--- src/rtl/mole_game_pkg.sv ---
// mole_game_pkg: shared state type, lifetime table and widths for the whack-a-mole sequencer
package mole_game_pkg;
  typedef enum logic [1:0] {IDLE = 2'd0, PLAY = 2'd1, OVER = 2'd2} state_t;
  localparam int SCORE_W = 10;
  localparam int LIFE_W = 11;
  localparam logic [LIFE_W-1:0] LIFETIME_MS [4] = '{11'd1500, 11'd1000, 11'd700, 11'd400};
endpackage

--- src/rtl/mole_slot.sv ---
// mole_slot: one mole position with its own lifetime counter and hit/expiry pulses
module mole_slot
  import mole_game_pkg::*;
(
  input  logic              clk,
  input  logic              reset,
  input  logic              init,
  input  logic              tick,
  input  logic              spawn,
  input  logic              hit_edge,
  input  logic [LIFE_W-1:0] lifetime,
  output logic              up,
  output logic              hit_pulse,
  output logic              expire_pulse
);
  logic [LIFE_W-1:0] cnt;
  logic last;
  assign last = up && tick && cnt == LIFE_W'(1);
  // a hit beats a same-cycle expiry; a spawn only lands on an empty slot
  always_ff @(posedge clk) begin
    if (reset || init) begin
      up <= 1'b0;
      cnt <= '0;
      hit_pulse <= 1'b0;
      expire_pulse <= 1'b0;
    end else begin
      hit_pulse <= up && hit_edge;
      expire_pulse <= last && !hit_edge;
      up <= up ? !(hit_edge || last) : spawn;
      cnt <= !up ? (spawn ? lifetime : cnt) : (tick ? cnt - 1'b1 : cnt);
    end
  end
endmodule

--- src/rtl/mole_game_ctrl.sv ---
// mole_game_ctrl: game FSM, ms prescaler, game clock and score; MISS_PENALTY_EN penalises edges on empty slots
module mole_game_ctrl
  import mole_game_pkg::*;
#(
  parameter int NUM_MOLES = 18,
  parameter int CLKS_PER_MS = 50000,
  parameter int GAME_MS = 30000,
  parameter int SCORE_MAX = 999
) (
  input  logic                 clk,
  input  logic                 reset,
  input  logic                 restart,
  input  logic [1:0]           level,
  input  logic                 spawn_req,
  input  logic [4:0]           spawn_idx,
  input  logic [NUM_MOLES-1:0] switches,
  output logic [NUM_MOLES-1:0] ledr,
  output logic [SCORE_W-1:0]   score,
  output logic                 hit,
  output logic                 expired,
  output logic [1:0]           state,
  output logic [5:0]           time_left_s
);
  localparam int PW = $clog2(CLKS_PER_MS + 1);
  localparam int GW = $clog2(GAME_MS + 1);
  state_t st;
  logic [PW-1:0] pre;
  logic [GW-1:0] game_cnt;
  logic [LIFE_W-1:0] life;
  logic [NUM_MOLES-1:0] hist, edges, hits, misses, hit_p, exp_p;
  logic play, tick, game_end, run;
  int sum;
  logic [SCORE_W-1:0] score_nx;
  assign play = st == PLAY;
  assign tick = play && pre == PW'(CLKS_PER_MS - 1);
  assign game_end = tick && game_cnt == GW'(1);
  assign run = play && !restart && !game_end;
  assign edges = run ? switches & ~hist : '0;
  assign hits = edges & ledr;
`ifdef MISS_PENALTY_EN
  assign misses = edges & ~ledr;
`else
  assign misses = '0;
`endif
  assign state = st;
  assign hit = |hit_p;
  assign expired = |exp_p;
  assign time_left_s = 6'(32'(game_cnt) / 32'd1000);
  // next score: hits minus misses, clamped to 0..SCORE_MAX
  always_comb begin
    sum = int'(score) + $countones(hits) - $countones(misses);
    score_nx = sum > SCORE_MAX ? SCORE_W'(SCORE_MAX) : sum < 0 ? '0 : SCORE_W'(sum);
  end
  // game FSM with prescaler, game counter, score and switch history
  always_ff @(posedge clk) begin
    if (reset) begin
      st <= IDLE;
      pre <= '0;
      game_cnt <= '0;
      score <= '0;
      life <= '0;
      hist <= '0;
    end else begin
      hist <= switches;
      pre <= (!play || restart || tick) ? '0 : pre + 1'b1;
      if (restart) begin
        st <= PLAY;
        game_cnt <= GW'(GAME_MS);
        score <= '0;
        life <= LIFETIME_MS[level];
      end else if (play) begin
        score <= score_nx;
        game_cnt <= tick ? game_cnt - 1'b1 : game_cnt;
        st <= game_end ? OVER : PLAY;
      end
    end
  end
  for (genvar i = 0; i < NUM_MOLES; i++) begin : g_slot
    mole_slot u_slot (
      .clk(clk),
      .reset(reset),
      .init(!run),
      .tick(tick),
      .spawn(spawn_req && spawn_idx == 5'(i)),
      .hit_edge(edges[i]),
      .lifetime(life),
      .up(ledr[i]),
      .hit_pulse(hit_p[i]),
      .expire_pulse(exp_p[i])
    );
  end
endmodule

--- config.mk ---
export PLATFORM = sky130hd
export DESIGN_NAME = mole_game_ctrl
export DESIGN_NICKNAME = d
export VERILOG_FILES = /design/src/rtl/mole_game_pkg.sv /design/src/rtl/mole_slot.sv /design/src/rtl/mole_game_ctrl.sv
export SDC_FILE = /design/constraint.sdc
export NUM_CORES = 1
export LEC_CHECK = 0
export ABC_CLOCK_PERIOD_IN_PS = 6600
export BUFFER_PORTS_ARGS = -buffer_cell sky130_fd_sc_hd__buf_4
export CORE_MARGIN = 10
export CORE_UTILIZATION = 50
export DETAILED_ROUTE_END_ITERATION = 8
export MAX_ROUTING_LAYER = met4
export PLACE_DENSITY = 0.75
export SYNTH_ARGS = -nofsm -noshare
export SYNTH_HDL_FRONTEND = slang
export SYNTH_SLANG_ARGS = --single-unit
--- constraint.sdc ---
create_clock -name clk -period 6.6 [get_ports clk]
set_input_delay 0.33 -clock clk [delete_from_list [all_inputs] [get_ports clk]]
set_output_delay 0.33 -clock clk [all_outputs]
set_load 0.005 [all_outputs]
# == Word level (Yosys, flattened, before mapping) ==
# Cells that the tools add are included.
# Widths: inputs -> output; s select.
# classes
n_eq_ne,56
n_bitwise,4
n_addsub,38
n_reduce_logical,200
order_cmp,3
n_mux,84
div,1
# ops
operator,n
$mux 11,56
$eq 11x1->1 const B,18
$sub 11x1->11 const B,18
$logic_and 1x1->1,94
$mux 15,3
$eq 5x4->1 const B,8
$logic_not 1->1,40
$reduce_and 2->1,20
$reduce_bool 2->1,20
$and 18x18->18,2
$reduce_or 18->1,2
$ne 2x2->1 const B,17
$div 15x10->32 const B,1
$bmux 11 s2,1
$logic_or 1x1->1,21
$eq 5x3->1 const B,4
$mux 1,20
$mux 10,2
$add 1x1->2,9
$mux 18,1
$not 18->18,1
$add 16x1->16 const B,1
$eq 16x16->1 const B,1
$eq 15x1->1 const B,1
18 further kinds,25
# word_totals
inputBits,29
reg_bits,324
out_inout_bits,38
word_cells,466

# == Logic depth before layout (Yosys ltp) ==
# depth
word_depth,16
ltp_mapped,31

# == Hierarchy ==
# Synthesis repeated with hierarchy kept, for this count alone.
# hier_totals
hier_cells,2343
hier_area_um2,19301.0
# modules_own_cells
module,instances,cells_per_inst,seq_area_each_um2,area_each_um2
mole_slot,18,95,280.3,789.5
mole_game_ctrl,1,633,1381.3,5089.9

# == Least setup slack after synthesis ==
# OpenSTA, ideal clock, no wires.
# synth_timing
kind,register to register
start,"register st[1], in the netlist state[1]"
end,register score[8]
arrival_ns,7.088
required_time_ns,6.459
synth_period_minus_slack_ns,7.230
setup_slack_ns,-0.630
path_stages_with_launch,31
setup_ns,0.141
path_buffers,2
cell_sequence,dfxtp_1 nand2b_1 clkbuf_1 or4_1 nor4_1 nor3b_1 nor3_1 clkbuf_1 nand3_1 inv_1 fa_1 inv_1 fa_1 fa_1 fa_1 fa_1 fa_1 inv_1 fa_1 a21oi_1 nor2_1 nor2_1 nor2b_1 o21ai_0 nand2b_1 nand3_1 o21ai_0 a31oi_1 a21oi_1 nor2_1 a311oi_1
# synth_between
elab_chain_cells,16
# synth_rtl
item,line,source
start: declaration,mole_game_ctrl.sv:26,state_t st;
start signal: assignment,mole_game_ctrl.sv:74,st <= game_end ? OVER : PLAY;
$eq 2x1->1 *,mole_game_ctrl.sv:34,assign play = st == PLAY;
$logic_and 1x1->1,mole_game_ctrl.sv:35,assign tick = play && pre == PW'(CLKS_PER_MS - 1);
$logic_and 1x1->1,mole_game_ctrl.sv:36,assign game_end = tick && game_cnt == GW'(1);
$logic_not 1->1,mole_game_ctrl.sv:37,assign run = play && !restart && !game_end;
$logic_and 1x1->1 *,mole_game_ctrl.sv:37,
$mux 18 *,mole_game_ctrl.sv:38,assign edges = run ? switches & ~hist : '0;
$and 18x18->18 *,mole_game_ctrl.sv:39,assign hits = edges & ledr;
net hits[0],mole_game_ctrl.sv:30,"logic [NUM_MOLES-1:0] hist, edges, hits, misses, hit_p, exp_p;"
$add 1x1->2 (not written as such) *,mole_game_ctrl.sv:51,sum = int'(score) + $countones(hits) - $countones(misses);
$add 2x2->3 (not written as such) *,mole_game_ctrl.sv:51,
$add 3x3->4 (not written as such) *,mole_game_ctrl.sv:51,
$add 4x4->5 (not written as such) *,mole_game_ctrl.sv:51,
$add 5x2->6 (not written as such) *,mole_game_ctrl.sv:51,
$add 10x6->11 *,mole_game_ctrl.sv:51,
$lt 11x1->1,mole_game_ctrl.sv:52,score_nx = sum > SCORE_MAX ? SCORE_W'(SCORE_MAX) : sum < 0 ? '0 : SCORE_W'(sum);
$mux 10,mole_game_ctrl.sv:52,
$mux 10 *,mole_game_ctrl.sv:52,
end signal: assignment,mole_game_ctrl.sv:72,score <= score_nx;
end: declaration,mole_game_ctrl.sv:18,"output logic [SCORE_W-1:0] score,"
# The timed path passes the listed nets; every way through them passes the cells marked *.
# A chain may end at the register's enable or synchronous reset.

# == Final worst setup path ==
# layout_timing
start,register pre[10]
end,register score[7]
# layout_between
elab_chain_cells,16
# layout_rtl
item,line,source
start: declaration,mole_game_ctrl.sv:27,logic [PW-1:0] pre;
start signal: assignment,mole_game_ctrl.sv:65,pre <= (!play || restart || tick) ? '0 : pre + 1'b1;
$eq 16x16->1 *,mole_game_ctrl.sv:35,
$logic_and 1x1->1 *,mole_game_ctrl.sv:35,
$logic_and 1x1->1 *,mole_game_ctrl.sv:36,
$logic_not 1->1 *,mole_game_ctrl.sv:37,
$logic_and 1x1->1 *,mole_game_ctrl.sv:37,
$mux 18 *,mole_game_ctrl.sv:38,
$and 18x18->18 *,mole_game_ctrl.sv:39,
net hits[10],mole_game_ctrl.sv:30,
$add 1x1->2 (not written as such) *,mole_game_ctrl.sv:51,
$add 2x2->3 (not written as such) *,mole_game_ctrl.sv:51,
$add 3x3->4 (not written as such) *,mole_game_ctrl.sv:51,
$add 4x4->5 (not written as such) *,mole_game_ctrl.sv:51,
$add 5x2->6 (not written as such) *,mole_game_ctrl.sv:51,
$add 10x6->11 *,mole_game_ctrl.sv:51,
$lt 11x1->1,mole_game_ctrl.sv:52,
$mux 10,mole_game_ctrl.sv:52,
$mux 10 *,mole_game_ctrl.sv:52,
# Marked as above.

==> flow_summary.ini <==
[final_layout]
most-common-layout-cells = nor2_1 (424), dfxtp_1 (317), nand2_1 (218)
antenna_cells = 0
syn2layout_area_growth_pct = 13.19
final_common_cell = nor2_1
drive_gt1_frac = 0.09929
utilization = 0.5726
final_nets = 2610

[worst_hold_path]
hold_path_class = input pin to register

[critical_path]
crit_path_frequent_cell = fa_1
start_kind = register
critical_path.max_stage_delay_ns = 0.57
path_max_fanout = 7
crit_arrival_ns = 6.94
worstSetupPathType = register to register
critPathSlowestCell = fa_1
required_ns = 6.98
worstSetupEndpointType = register

[clock_tree]
cts.clk_slew.worst_paths_ns = 0.06
cts_sinks = 321
cts_buffers = 37
clk_root_buffer_cell = clkbuf_16
cts_max_level = 2
cts_tree = yes
insertion_delay_ns = 0.54
max-clock-path-buffers = 3

[global_route]
grt_pass1_vias = 16431
grt_pass1_wl_mm = 84.50
gr-usage-all-layers = 0.2320
antenna_found_initial = 0
grt_max_degree = 112
overflow = 0

[route]
highest_layer = met4
wl_met3_mm = 3.688
vias = 18193
drt_wl_total_mm = 52.58
viasPerCell = 6.052
route.met2.wl_mm = 24.55
route.detailed.drc = 0
first_iter_violations = 1759
wl_per_cell_um = 17.49
first_pass_iters = 6
wl_met1_mm = 22.75
ant_nets = 0

[die]
dieArea_mm2 = 0.04504
initial_core_util = 0.5059
die_w_um = 212.2
fp.dieH_um = 212.2
row_count = 70
io-pin-count = 67
core_mm2 = 0.03652

[power]
clock_power_share = 0.494
intPower_w = 0.003444
p_leak_nw = 7.955
p_per_area_mw_per_mm2 = 214.7
swShare = 0.2329
p_switching_w = 0.001046
p_seq_frac = 0.440
vdd_ir_drop_max_uv = 229.5
total_power_w = 0.004490
p_comb_frac = 0.065

[synth]
yosysSeqAreaShare = 0.3478
ys_dominant_reg_cell = dfxtp_1
yosysWarnings = 0
yosysUniqueCellTypes = 86
synthesis.instances = 2485
ys_seq_elements = 321
synth.cell_area_mm2 = 0.01848
synthesis.nets = 2586
synth-async-reset-ratio = 0
synth_edf_count = 0
syn_avg_cell_area_um2 = 7.435

[place]
hpwlAfterDp_mm = 34.60
portBuffers = 66
gp_congestion = 0.9133

[sta]
period_share = 0.9932
relSlewSlack = 0.2848
min_period_ns = 6.555
fmax_mhz = 152.6
clock_skew_ns = 0.02575
tightestPinTransition_ns = 1.058
hold_violations = 0
rsz0062_at_grt = yes
setup_viol = 0
slew_violations = 0

[run_status]
status = finished, final reports clean

[flow_run]
max-cap-violations = 0
==> cells in the mapped netlist (all sizes together) (4+ instances only) <==
master	instances	area, µm²
nor2	424	1592
dfxtp	321	6426
nand2	218	818.3
a21oi	209	1050
o21ai	141	705.7
clkbuf	112	420.4
inv	94	352.8
nand3	90	450.4
nor3	76	380.4
nor2b	73	456.7
o22ai	71	444.2
ha	59	738.2
nor4	52	331.6
a31oi	50	312.8
a22oi	42	315.3
buf	38	265.3
a211oi	36	282.8
xnor2	33	289.0
or3	29	186.4
and2	27	168.9
nand2b	25	156.4
nand3b	24	180.2
a32oi	20	175.2
o21a	19	142.6
and3	18	112.6
xor2	17	148.9
nand4	14	102.6
fa	13	260.3
a22o	10	87.58
and4b	10	100.1
clkinv	10	37.54
or4	10	75.07
o31ai	9	81.33
a31o	8	70.07
a21o	7	52.55
nand4b	7	61.31
a311oi	5	50.04
mux2i	5	50.05
o211ai	5	37.54
mux2	4	48.79
nor3b	4	30.03
nor4b	4	35.03
==> worst paths after layout <==
path | start | endpoint | slack [ns] | cells past startpoint
setup / recovery | pre[10] | score[7] | 0.04 | 27
hold / removal | switches[5] | hist[5] | 0.02 | 2
setup reg to reg | pre[10] | score[7] | 0.04 | 27
hold reg to reg | pre[0] | pre[0] | 0.45 | 1
==> registers in the layout, indices dropped and copies added (netlist names) <==
register / flops
g_slot.u_slot.cnt: 198
g_slot.u_slot.up: 18
g_slot.u_slot.hit_pulse: 18
game_cnt: 15
pre: 16
life: 8
hist: 18
g_slot.u_slot.expire_pulse: 18
score: 10
state: 2
==> layout make-up <==
type / instances / area, µm²
flip-flops and latches: 321 / 6431
well taps: 468 / 585.6
clock buffers: 57 / 1134
clock inverters: 11 / 196.4
multi-input cells: 1911 / 11150
inverters: 104 / 390.4
fillers: 3325 / 15610
repair buffers: 134 / 1025
==> cells by family (layout without fill, tap and decap cells) <==
group,after synthesis,count (layout),synth area share
and+or+nand+nor,1114,1115,0.2875
AOI/OAI and AO/OA,665,665,0.2234
DFF,321,321,0.3478
buffers and inverters,254,306,0.05824
adders and majority gates,72,72,0.05404
xor gates and xnor gates,50,50,0.02370
muxes,9,9,0.005350
==> routing by layer <==
| metal | GRT usage | vias to the layer above |
|---|---|---|
| li1 | - | 8871 |
| met5 | - | - |
| met1 | 0.2966 | 8538 |
| met2 | 0.3732 | 671 |
| met4 | 0.07287 | 0 |
| met3 | 0.03240 | 113 |
==> power groups by stage <==
stage          logic [W]  clock network [W]  registers [W]
2_1_floorplan   0.000194                  0        0.00200
3_3_place_gp    0.000277                  0        0.00202
3_5_place_dp    0.000281                  0        0.00202
4_1_cts         0.000288            0.00226        0.00198
5_1_grt         0.000317            0.00233        0.00198
6_report        0.000294            0.00222        0.00198
==> worst max-delay path, delay by kind of cell (launching register included) <==
kind / cells / cell delay, ns
buffers and inverters: 6 / 0.54
adders and majority gates: 7 / 3.09
DFF: 1 / 0.32
AOI/OAI and AO/OA: 4 / 0.58
and+or+nand+nor: 10 / 1.86
==> metrics by stage <==
step	hold slack [ns]	std cells	setup TNS (ns)	instance area, µm²	worst slack (ns)
global route	0.01762	3006	-1.905	20910	-0.2696
detailed placement	0.4424	2922	-0.6166	19380	-0.1985
floorplan	0.4132	2485	-0.01758	18570	-0.01758
finish	0.01705	3006	0	20910	0.04499
CTS	0.001821	3001	0	20840	0.007613
global placement	0.4228	2922	0	19380	0.07257
==> repair_timing <==
action                                 in CTS  in global routing
gates cloned                                1                  0
setup endpoints to repair                   6                 10
gates resized for setup                     9                 12
endpoints found under the hold margin       1                  0
pin swaps                                  14                  2
hold buffers                                1                  0
setup buffers                               9                  5
No activity file was read; power rests on OpenSTA's default activity.
